### config.mk
export PLATFORM = sky130hd
export DESIGN_NAME = video_timing_flat
export DESIGN_NICKNAME = d
export VERILOG_FILES = /design/src/rtl/video_timing_pkg.sv /design/src/rtl/video_timing_if.sv /design/src/rtl/video_timing_axis.sv /design/src/rtl/video_timing.sv /design/src/flat_wrapper.sv
export SDC_FILE = /design/constraint.sdc
export NUM_CORES = 1
export LEC_CHECK = 0
export CAP_MARGIN = 20
export CORE_ASPECT_RATIO = 0.6
export CORE_UTILIZATION = 42
export CTS_BUF_LIST = sky130_fd_sc_hd__clkbuf_8
export DETAILED_ROUTE_END_ITERATION = 8
export PLACE_DENSITY = 0.81
export SKIP_LAST_GASP = 1
export SLEW_MARGIN = 10
export SYNTH_ARGS = -nofsm -noshare
export SYNTH_HDL_FRONTEND = slang
export SYNTH_SLANG_ARGS = --single-unit
### constraint.sdc
create_clock -name clk -period 2 [get_ports clk]
set_clock_uncertainty 0.15 [all_clocks]
set_input_delay 0.5 -clock clk [delete_from_list [all_inputs] [get_ports clk]]
set_output_delay 0.5 -clock clk [all_outputs]
set_load 0.005 [all_outputs]
### src/rtl/video_timing_pkg.sv
// Shared definitions for the raster timing generator.
// Holds the default Pong raster constants so instantiations can use named
// values, and the helpers the axis counters use to decode windows and
// validate their timing parameters at elaboration.
package video_timing_pkg;

    // Default counter widths
    localparam int PONG_HW = 9;
    localparam int PONG_VW = 9;
    localparam int PONG_FW = 8;

    // Default horizontal timing (pixels)
    localparam int PONG_H_TOTAL      = 455;
    localparam int PONG_H_ACTIVE     = 375;
    localparam int PONG_H_SYNC_START = 407;
    localparam int PONG_H_SYNC_END   = 439;

    // Default vertical timing (lines)
    localparam int PONG_V_TOTAL      = 262;
    localparam int PONG_V_ACTIVE     = 240;
    localparam int PONG_V_SYNC_START = 248;
    localparam int PONG_V_SYNC_END   = 252;

    // Default sync polarity (0 = active-low)
    localparam bit PONG_H_POL = 1'b0;
    localparam bit PONG_V_POL = 1'b0;

    // True when lo <= v < hi.
    function automatic logic in_window(input int unsigned v,
                                       input int unsigned lo,
                                       input int unsigned hi);
        return (v >= lo) && (v < hi);
    endfunction

    // Legal axis timing: fits the counter and keeps
    // 0 < active < sync_start < sync_end <= total.
    function automatic logic axis_params_ok(input int total,
                                            input int active,
                                            input int sync_start,
                                            input int sync_end,
                                            input int w);
        return (w > 0) && (w < 31) && (total <= (1 << w)) &&
               (active > 0) && (active < sync_start) &&
               (sync_start < sync_end) && (sync_end <= total);
    endfunction

endpackage

### src/rtl/video_timing_if.sv
// Timing bundle between the raster generator and its consumers.
// Signals:
//   ce             pixel clock-enable (consumer side drives it)
//   hcount/vcount  pixel and line position
//   hblank/vblank  high outside the active region
//   hsync/vsync    sync at the configured polarity inside the sync window
//   hreset/vreset  one-clk strobes on last pixel of line / of frame
//   frame          completed-frame count
// Modports: master = the generator, slave = the consumer.
interface video_timing_if #(
    parameter int HW = 9,
    parameter int VW = 9,
    parameter int FW = 8
) ();
    logic          ce;
    logic [HW-1:0] hcount;
    logic [VW-1:0] vcount;
    logic          hblank;
    logic          vblank;
    logic          hsync;
    logic          vsync;
    logic          hreset;
    logic          vreset;
    logic [FW-1:0] frame;

    modport master (
        input  ce,
        output hcount, vcount, hblank, vblank, hsync, vsync,
               hreset, vreset, frame
    );

    modport slave (
        output ce,
        input  hcount, vcount, hblank, vblank, hsync, vsync,
               hreset, vreset, frame
    );
endinterface

### src/rtl/video_timing_axis.sv
// One raster axis: a wrapping position counter with registered blank and
// sync decode.
// Ports:
//   clk    system clock
//   reset  synchronous, active-high
//   ce_in  advance enable
//   count  current position (0..TOTAL-1)
//   blank  high for count >= ACTIVE
//   sync   POL inside [SYNC_START, SYNC_END), !POL elsewhere
//   wrap   combinational: ce_in high on the last position
module timing_axis
    import video_timing_pkg::*;
#(
    parameter int W          = 9,
    parameter int TOTAL      = 455,
    parameter int ACTIVE     = 375,
    parameter int SYNC_START = 407,
    parameter int SYNC_END   = 439,
    parameter bit POL        = 1'b0
) (
    input  logic         clk,
    input  logic         reset,
    input  logic         ce_in,
    output logic [W-1:0] count,
    output logic         blank,
    output logic         sync,
    output logic         wrap
);

    if (!axis_params_ok(TOTAL, ACTIVE, SYNC_START, SYNC_END, W)) begin : g_param_err
        $error("timing_axis: illegal timing parameters");
    end

    localparam logic [W-1:0] LAST = W'(TOTAL - 1);

    logic [W-1:0] count_q, count_d;
    logic         blank_q, blank_d;
    logic         sync_q, sync_d;

    // Decode the next count so the registered levels line up with the
    // count presented on the same cycle.
    always_comb begin
        wrap    = ce_in && (count_q == LAST);
        count_d = count_q;
        if (wrap) begin
            count_d = '0;
        end else if (ce_in) begin
            count_d = count_q + 1'b1;
        end
        blank_d = (32'(count_d) >= ACTIVE);
        sync_d  = in_window(32'(count_d), SYNC_START, SYNC_END) ? POL : !POL;
    end

    always_ff @(posedge clk) begin
        if (reset) begin
            count_q <= '0;
            blank_q <= 1'b0;
            sync_q  <= !POL;
        end else begin
            count_q <= count_d;
            blank_q <= blank_d;
            sync_q  <= sync_d;
        end
    end

    assign count = count_q;
    assign blank = blank_q;
    assign sync  = sync_q;

endmodule

### src/rtl/video_timing.sv
// Parametrised raster timing generator.
// Two timing_axis instances: horizontal advances on ce, vertical advances
// on the horizontal wrap (hreset), so vertical levels only move at line
// boundaries. A frame counter advances on the vertical wrap (vreset).
// Ports:
//   clk    system clock
//   reset  synchronous, active-high; wins over ce
//   vt     timing bundle (master side): ce in; counts, blank, sync,
//          strobes and frame count out
module video_timing
    import video_timing_pkg::*;
#(
    parameter int HW           = PONG_HW,
    parameter int VW           = PONG_VW,
    parameter int FW           = PONG_FW,
    parameter int H_TOTAL      = PONG_H_TOTAL,
    parameter int H_ACTIVE     = PONG_H_ACTIVE,
    parameter int H_SYNC_START = PONG_H_SYNC_START,
    parameter int H_SYNC_END   = PONG_H_SYNC_END,
    parameter int V_TOTAL      = PONG_V_TOTAL,
    parameter int V_ACTIVE     = PONG_V_ACTIVE,
    parameter int V_SYNC_START = PONG_V_SYNC_START,
    parameter int V_SYNC_END   = PONG_V_SYNC_END,
    parameter bit H_POL        = PONG_H_POL,
    parameter bit V_POL        = PONG_V_POL
) (
    input logic            clk,
    input logic            reset,
    video_timing_if.master vt
);

    logic [HW-1:0] hcount;
    logic [VW-1:0] vcount;
    logic          hblank, hsync, hreset;
    logic          vblank, vsync, vreset;
    logic [FW-1:0] frame_q, frame_d;

    timing_axis #(
        .W(HW), .TOTAL(H_TOTAL), .ACTIVE(H_ACTIVE),
        .SYNC_START(H_SYNC_START), .SYNC_END(H_SYNC_END), .POL(H_POL)
    ) u_h (
        .clk   (clk),
        .reset (reset),
        .ce_in (vt.ce),
        .count (hcount),
        .blank (hblank),
        .sync  (hsync),
        .wrap  (hreset)
    );

    // hreset already carries ce, so vreset is hreset on the last line.
    timing_axis #(
        .W(VW), .TOTAL(V_TOTAL), .ACTIVE(V_ACTIVE),
        .SYNC_START(V_SYNC_START), .SYNC_END(V_SYNC_END), .POL(V_POL)
    ) u_v (
        .clk   (clk),
        .reset (reset),
        .ce_in (hreset),
        .count (vcount),
        .blank (vblank),
        .sync  (vsync),
        .wrap  (vreset)
    );

    // Completed-frame count; wraps naturally at 2**FW.
    always_comb begin
        frame_d = frame_q;
        if (vreset) begin
            frame_d = frame_q + 1'b1;
        end
    end

    always_ff @(posedge clk) begin
        if (reset) begin
            frame_q <= '0;
        end else begin
            frame_q <= frame_d;
        end
    end

    assign vt.hcount = hcount;
    assign vt.vcount = vcount;
    assign vt.hblank = hblank;
    assign vt.vblank = vblank;
    assign vt.hsync  = hsync;
    assign vt.vsync  = vsync;
    assign vt.hreset = hreset;
    assign vt.vreset = vreset;
    assign vt.frame  = frame_q;

endmodule
### src/flat_wrapper.sv
// flat-port wrapper written by rule: the top's interface ports become plain ports
module video_timing_flat import video_timing_pkg::*;
#(
    parameter int HW           = PONG_HW,
    parameter int VW           = PONG_VW,
    parameter int FW           = PONG_FW,
    parameter int H_TOTAL      = PONG_H_TOTAL,
    parameter int H_ACTIVE     = PONG_H_ACTIVE,
    parameter int H_SYNC_START = PONG_H_SYNC_START,
    parameter int H_SYNC_END   = PONG_H_SYNC_END,
    parameter int V_TOTAL      = PONG_V_TOTAL,
    parameter int V_ACTIVE     = PONG_V_ACTIVE,
    parameter int V_SYNC_START = PONG_V_SYNC_START,
    parameter int V_SYNC_END   = PONG_V_SYNC_END,
    parameter bit H_POL        = PONG_H_POL,
    parameter bit V_POL        = PONG_V_POL
)
  (clk, reset, vt_ce, vt_hcount, vt_vcount, vt_hblank, vt_vblank, vt_hsync, vt_vsync, vt_hreset, vt_vreset, vt_frame);
  video_timing_if #(.HW(HW), .VW(VW), .FW(FW)) vt_i ();
  input logic clk;
  input logic reset;
  input wire logic [$bits(vt_i.ce)-1:0] vt_ce;
  output wire logic [$bits(vt_i.hcount)-1:0] vt_hcount;
  output wire logic [$bits(vt_i.vcount)-1:0] vt_vcount;
  output wire logic [$bits(vt_i.hblank)-1:0] vt_hblank;
  output wire logic [$bits(vt_i.vblank)-1:0] vt_vblank;
  output wire logic [$bits(vt_i.hsync)-1:0] vt_hsync;
  output wire logic [$bits(vt_i.vsync)-1:0] vt_vsync;
  output wire logic [$bits(vt_i.hreset)-1:0] vt_hreset;
  output wire logic [$bits(vt_i.vreset)-1:0] vt_vreset;
  output wire logic [$bits(vt_i.frame)-1:0] vt_frame;
  assign vt_i.ce = vt_ce;
  assign vt_hcount = vt_i.hcount;
  assign vt_vcount = vt_i.vcount;
  assign vt_hblank = vt_i.hblank;
  assign vt_vblank = vt_i.vblank;
  assign vt_hsync = vt_i.hsync;
  assign vt_vsync = vt_i.vsync;
  assign vt_hreset = vt_i.hreset;
  assign vt_vreset = vt_i.vreset;
  assign vt_frame = vt_i.frame;
  video_timing #(.HW(HW), .VW(VW), .FW(FW), .H_TOTAL(H_TOTAL), .H_ACTIVE(H_ACTIVE), .H_SYNC_START(H_SYNC_START), .H_SYNC_END(H_SYNC_END), .V_TOTAL(V_TOTAL), .V_ACTIVE(V_ACTIVE), .V_SYNC_START(V_SYNC_START), .V_SYNC_END(V_SYNC_END), .H_POL(H_POL), .V_POL(V_POL)) u_core (.clk(clk), .reset(reset), .vt(vt_i));
endmodule
==> flow_summary.json <==
{
  "synth_mux_area_share_pct": 0,
  "layout_commonest_cell": "buf_4",
  "syn_area_sq_um": 1670,
  "reg2reg_to": "u_core.u_v.count[7]$_SDFF_PP0_",
  "slowest_delay_ns": 0.32,
  "yosysSeqAreaShare_pct": 35.9,
  "synth.distinct_cells": 45,
  "dp_hpwl_mm": 3.37,
  "slew_headroom_pct": 73.9,
  "worstMarginPinSlew_ns": 0.390,
  "final_nets": 283,
  "synthCells": 206,
  "die-area_sq_um": 4240,
  "via_per_inst": 6.02,
  "drive_gt1_share_pct": 27.2,
  "io-pin-count": 35,
  "synthAdderAreaFrac_pct": 3.74,
  "yosys_register_bits": 30,
  "period_needed_ns": 2.10,
  "maxSlewViolCount": 0,
  "grt_pass1_wl_mm": 8.25,
  "maxCapViolCount": 0,
  "core_sq_um": 3740,
  "crit_required_ns": 1.35,
  "cp-start-kind": "flop",
  "wl_per_cell_um": 18.2,
  "cts-root-buf": "clkbuf_8",
  "h-tree-depth": 2,
  "die_w_um": 83.4,
  "fmax_ghz": 0.475,
  "synth_top_family_by_area": "simple AND/OR/NAND/NOR gates",
  "hold_class": "flop to flop",
  "drtIter0Drc": 216,
  "dr.pass1.iters": 5,
  "postCtsHoldBufs": 0,
  "cts_buffer_depth": 2,
  "drc": 0,
  "power_density_nw_per_um2": 471,
  "setup_slack_ns": -0.104,
  "cp-end-kind": "output pin",
  "r2r_setup_slack_ns": -0.09,
  "reg2reg_depth": 9,
  "vias": 1946,
  "first_global_vias": 1642,
  "detail-route-antenna-nets": 0,
  "antenna_cells": 0,
  "rsz0062_at_grt": "true",
  "yosys.area_share.simple_pct": 33.2,
  "arrival_ns": 1.45,
  "clk_pin_slew_worst_paths_ns": 0.06,
  "violations": "setup timing",
  "hold_viol": 0,
  "synth_compound_area_share_pct": 13.0,
  "routabilityCongestion": 0.874,
  "fin_util_pct": 68.6,
  "status": "finished, violations left",
  "area_delta_synth_final_pct": 53.6,
  "setup_viol": 5,
  "antenna_found_initial": 0,
  "yosysWarnings": 0,
  "synthXorXnorAreaFrac_pct": 9.43,
  "cts_tree": "built",
  "syn-num-nets": 214,
  "synth.avg_cell_area_sq_um": 8.11,
  "async_flop_share_pct": 0,
  "num_rows": 17,
  "crit_end": "vt_vreset",
  "path_max_fanout": 2,
  "vdd_drop_max_uv": 480,
  "synth_ff_type": "dfxtp_1",
  "synth_edf_count": 0,
  "initial_core_util_pct": 44.7,
  "p_total_mw": 1.21,
  "drt_wl_total_mm": 5.89,
  "cellLeakagePower_nw": 1.04,
  "die_h_um": 50.9,
  "cts_sinks": 30,
  "worstSetupPathType": "flop to output pin",
  "worstPathCellList": "inv_2, ha_4, and4bb_4, nand4_4, buf_6, nor2_4, buf_2",
  "slowest_stage": "dfxtp_2",
  "clkLatencyLatePin_ns": 0.28,
  "reg2reg_from": "u_core.u_h.count[0]$_SDFF_PP0_",
  "grt_overflow": 0,
  "dp_slack_ns": -0.696,
  "tritoncts.num_buffers": 5,
  "startpoint": "u_core.u_h.count[0]$_SDFF_PP0_",
  "grt_usage_pct": 25.5,
  "port-buffer-count": 34,
  "mostFrequentLayoutCells": "35 x buf_4, 30 x clkdlybuf4s50_1, 25 x dfxtp_1, 20 x nor2_1, 16 x nand2_1",
  "fin_tns_setup_ns": -0.280,
  "fin_crit_sh_pct": 105,
  "grt_max_degree": 17
}
==> how the worst min path moves through the flow <==
stage                                    startpoint  slack [ns]  depth (start not counted)                               to
finish              u_core.vt.frame[6]$_SDFFE_PP0P_        0.44                          2  u_core.vt.frame[6]$_SDFFE_PP0P_
global route        u_core.vt.frame[6]$_SDFFE_PP0P_        0.47                          2  u_core.vt.frame[6]$_SDFFE_PP0P_
CTS                 u_core.vt.frame[7]$_SDFFE_PP0P_        0.39                          2  u_core.vt.frame[7]$_SDFFE_PP0P_
detailed placement  u_core.vt.frame[7]$_SDFFE_PP0P_        0.37                          2  u_core.vt.frame[7]$_SDFFE_PP0P_
global placement    u_core.vt.frame[7]$_SDFFE_PP0P_        0.36                          2  u_core.vt.frame[7]$_SDFFE_PP0P_
floorplan            u_core.u_v.count[6]$_SDFF_PP0_        0.34                          2   u_core.u_v.count[6]$_SDFF_PP0_
==> sequential cells by signal, indices dropped and copies added (netlist names) <==
signal	flops
u_core.u_h.blank	1
u_core.u_v.blank	1
u_core.u_v.count	9
u_core.u_v.sync	1
u_core.u_h.sync	1
u_core.u_h.count	9
u_core.vt.frame	8
==> stage by stage <==
| stage | std cells | hold WS [ns] | instance area (sq um) |
|---|---|---|---|
| after floorplan | 206 | 0.343 | 1680 |
| after global placement | 307 | 0.364 | 2260 |
| after detailed placement | 307 | 0.368 | 2260 |
| after CTS | 322 | 0.386 | 2460 |
| after global routing | 323 | 0.470 | 2570 |
| final | 323 | 0.438 | 2570 |
==> layer usage <==
metal	global-route usage (%)	vias up	share of wire, %
met1	35.9	894	43
met3	5.98	37	10
li1	-	877	-
met5	0	-	0
met4	9.60	0	4.0
met2	38.3	138	42
==> what timing repair did <==
action                                  CTS  global route
pin swaps                                 5             5
endpoints found under the setup margin   16            19
buffers inserted                          7             1
gates resized for setup                  27            20
==> kinds of logic (layout without fill, tap and decap cells) <==
group	Yosys count	in the layout
XOR/XNOR	18	18
buffers and inverters	18	88
flip-flops	30	30
AO/OA/AOI/OAI	36	36
AND/OR/NAND/NOR	99	99
adder cells (fa/ha/maj)	5	5
==> cells in the mapped netlist, drive strengths merged (2+ instances only) <==
master	number	area share, %
nand3	12	3.6
xor2	8	4.2
and4	2	1.0
ha	5	3.7
nand2	17	3.8
o21ai	9	2.7
inv	5	1.1
nand4b	3	1.6
buf	4	1.6
clkbuf	9	2.0
nor3	12	3.6
or3	2	0.75
a31oi	2	0.75
nand2b	4	1.5
xnor2	10	5.2
or4	3	1.6
a21oi	14	4.2
dfxtp	30	36
nor2	22	4.9
and4bb	2	1.7
nand4	5	2.8
nor4	4	1.5
and3	4	1.5
nor3b	2	0.90
==> power breakdown <==
| part | leakage [nW] | internal (mW) | switching, mW |
|---|---|---|---|
| registers | 0.244 | 0.605 | 0.00644 |
| clock network | 0.0524 | 0.272 | 0.230 |
| logic | 0.741 | 0.0447 | 0.0498 |
==> worst max-delay path, delay by kind of cell, from the launching register on <==
kind / cells / cell delay, ns
adders and majority gates: 1 / 0.11
and+or+nand+nor: 3 / 0.42
buffers and inverters: 3 / 0.32
DFF: 1 / 0.32
==> area by class of cell <==
cell class	instances	area (sq um)
Clock inverter	2	8.76
Timing Repair Buffer	75	677
Fill cell	250	1180
Inverter	5	21.3
Clock buffer	6	82.6
Sequential cell	30	607
Multi-Input combinational cell	158	1110
Tap cell	47	58.8
(Power assumes the default switching activity.)
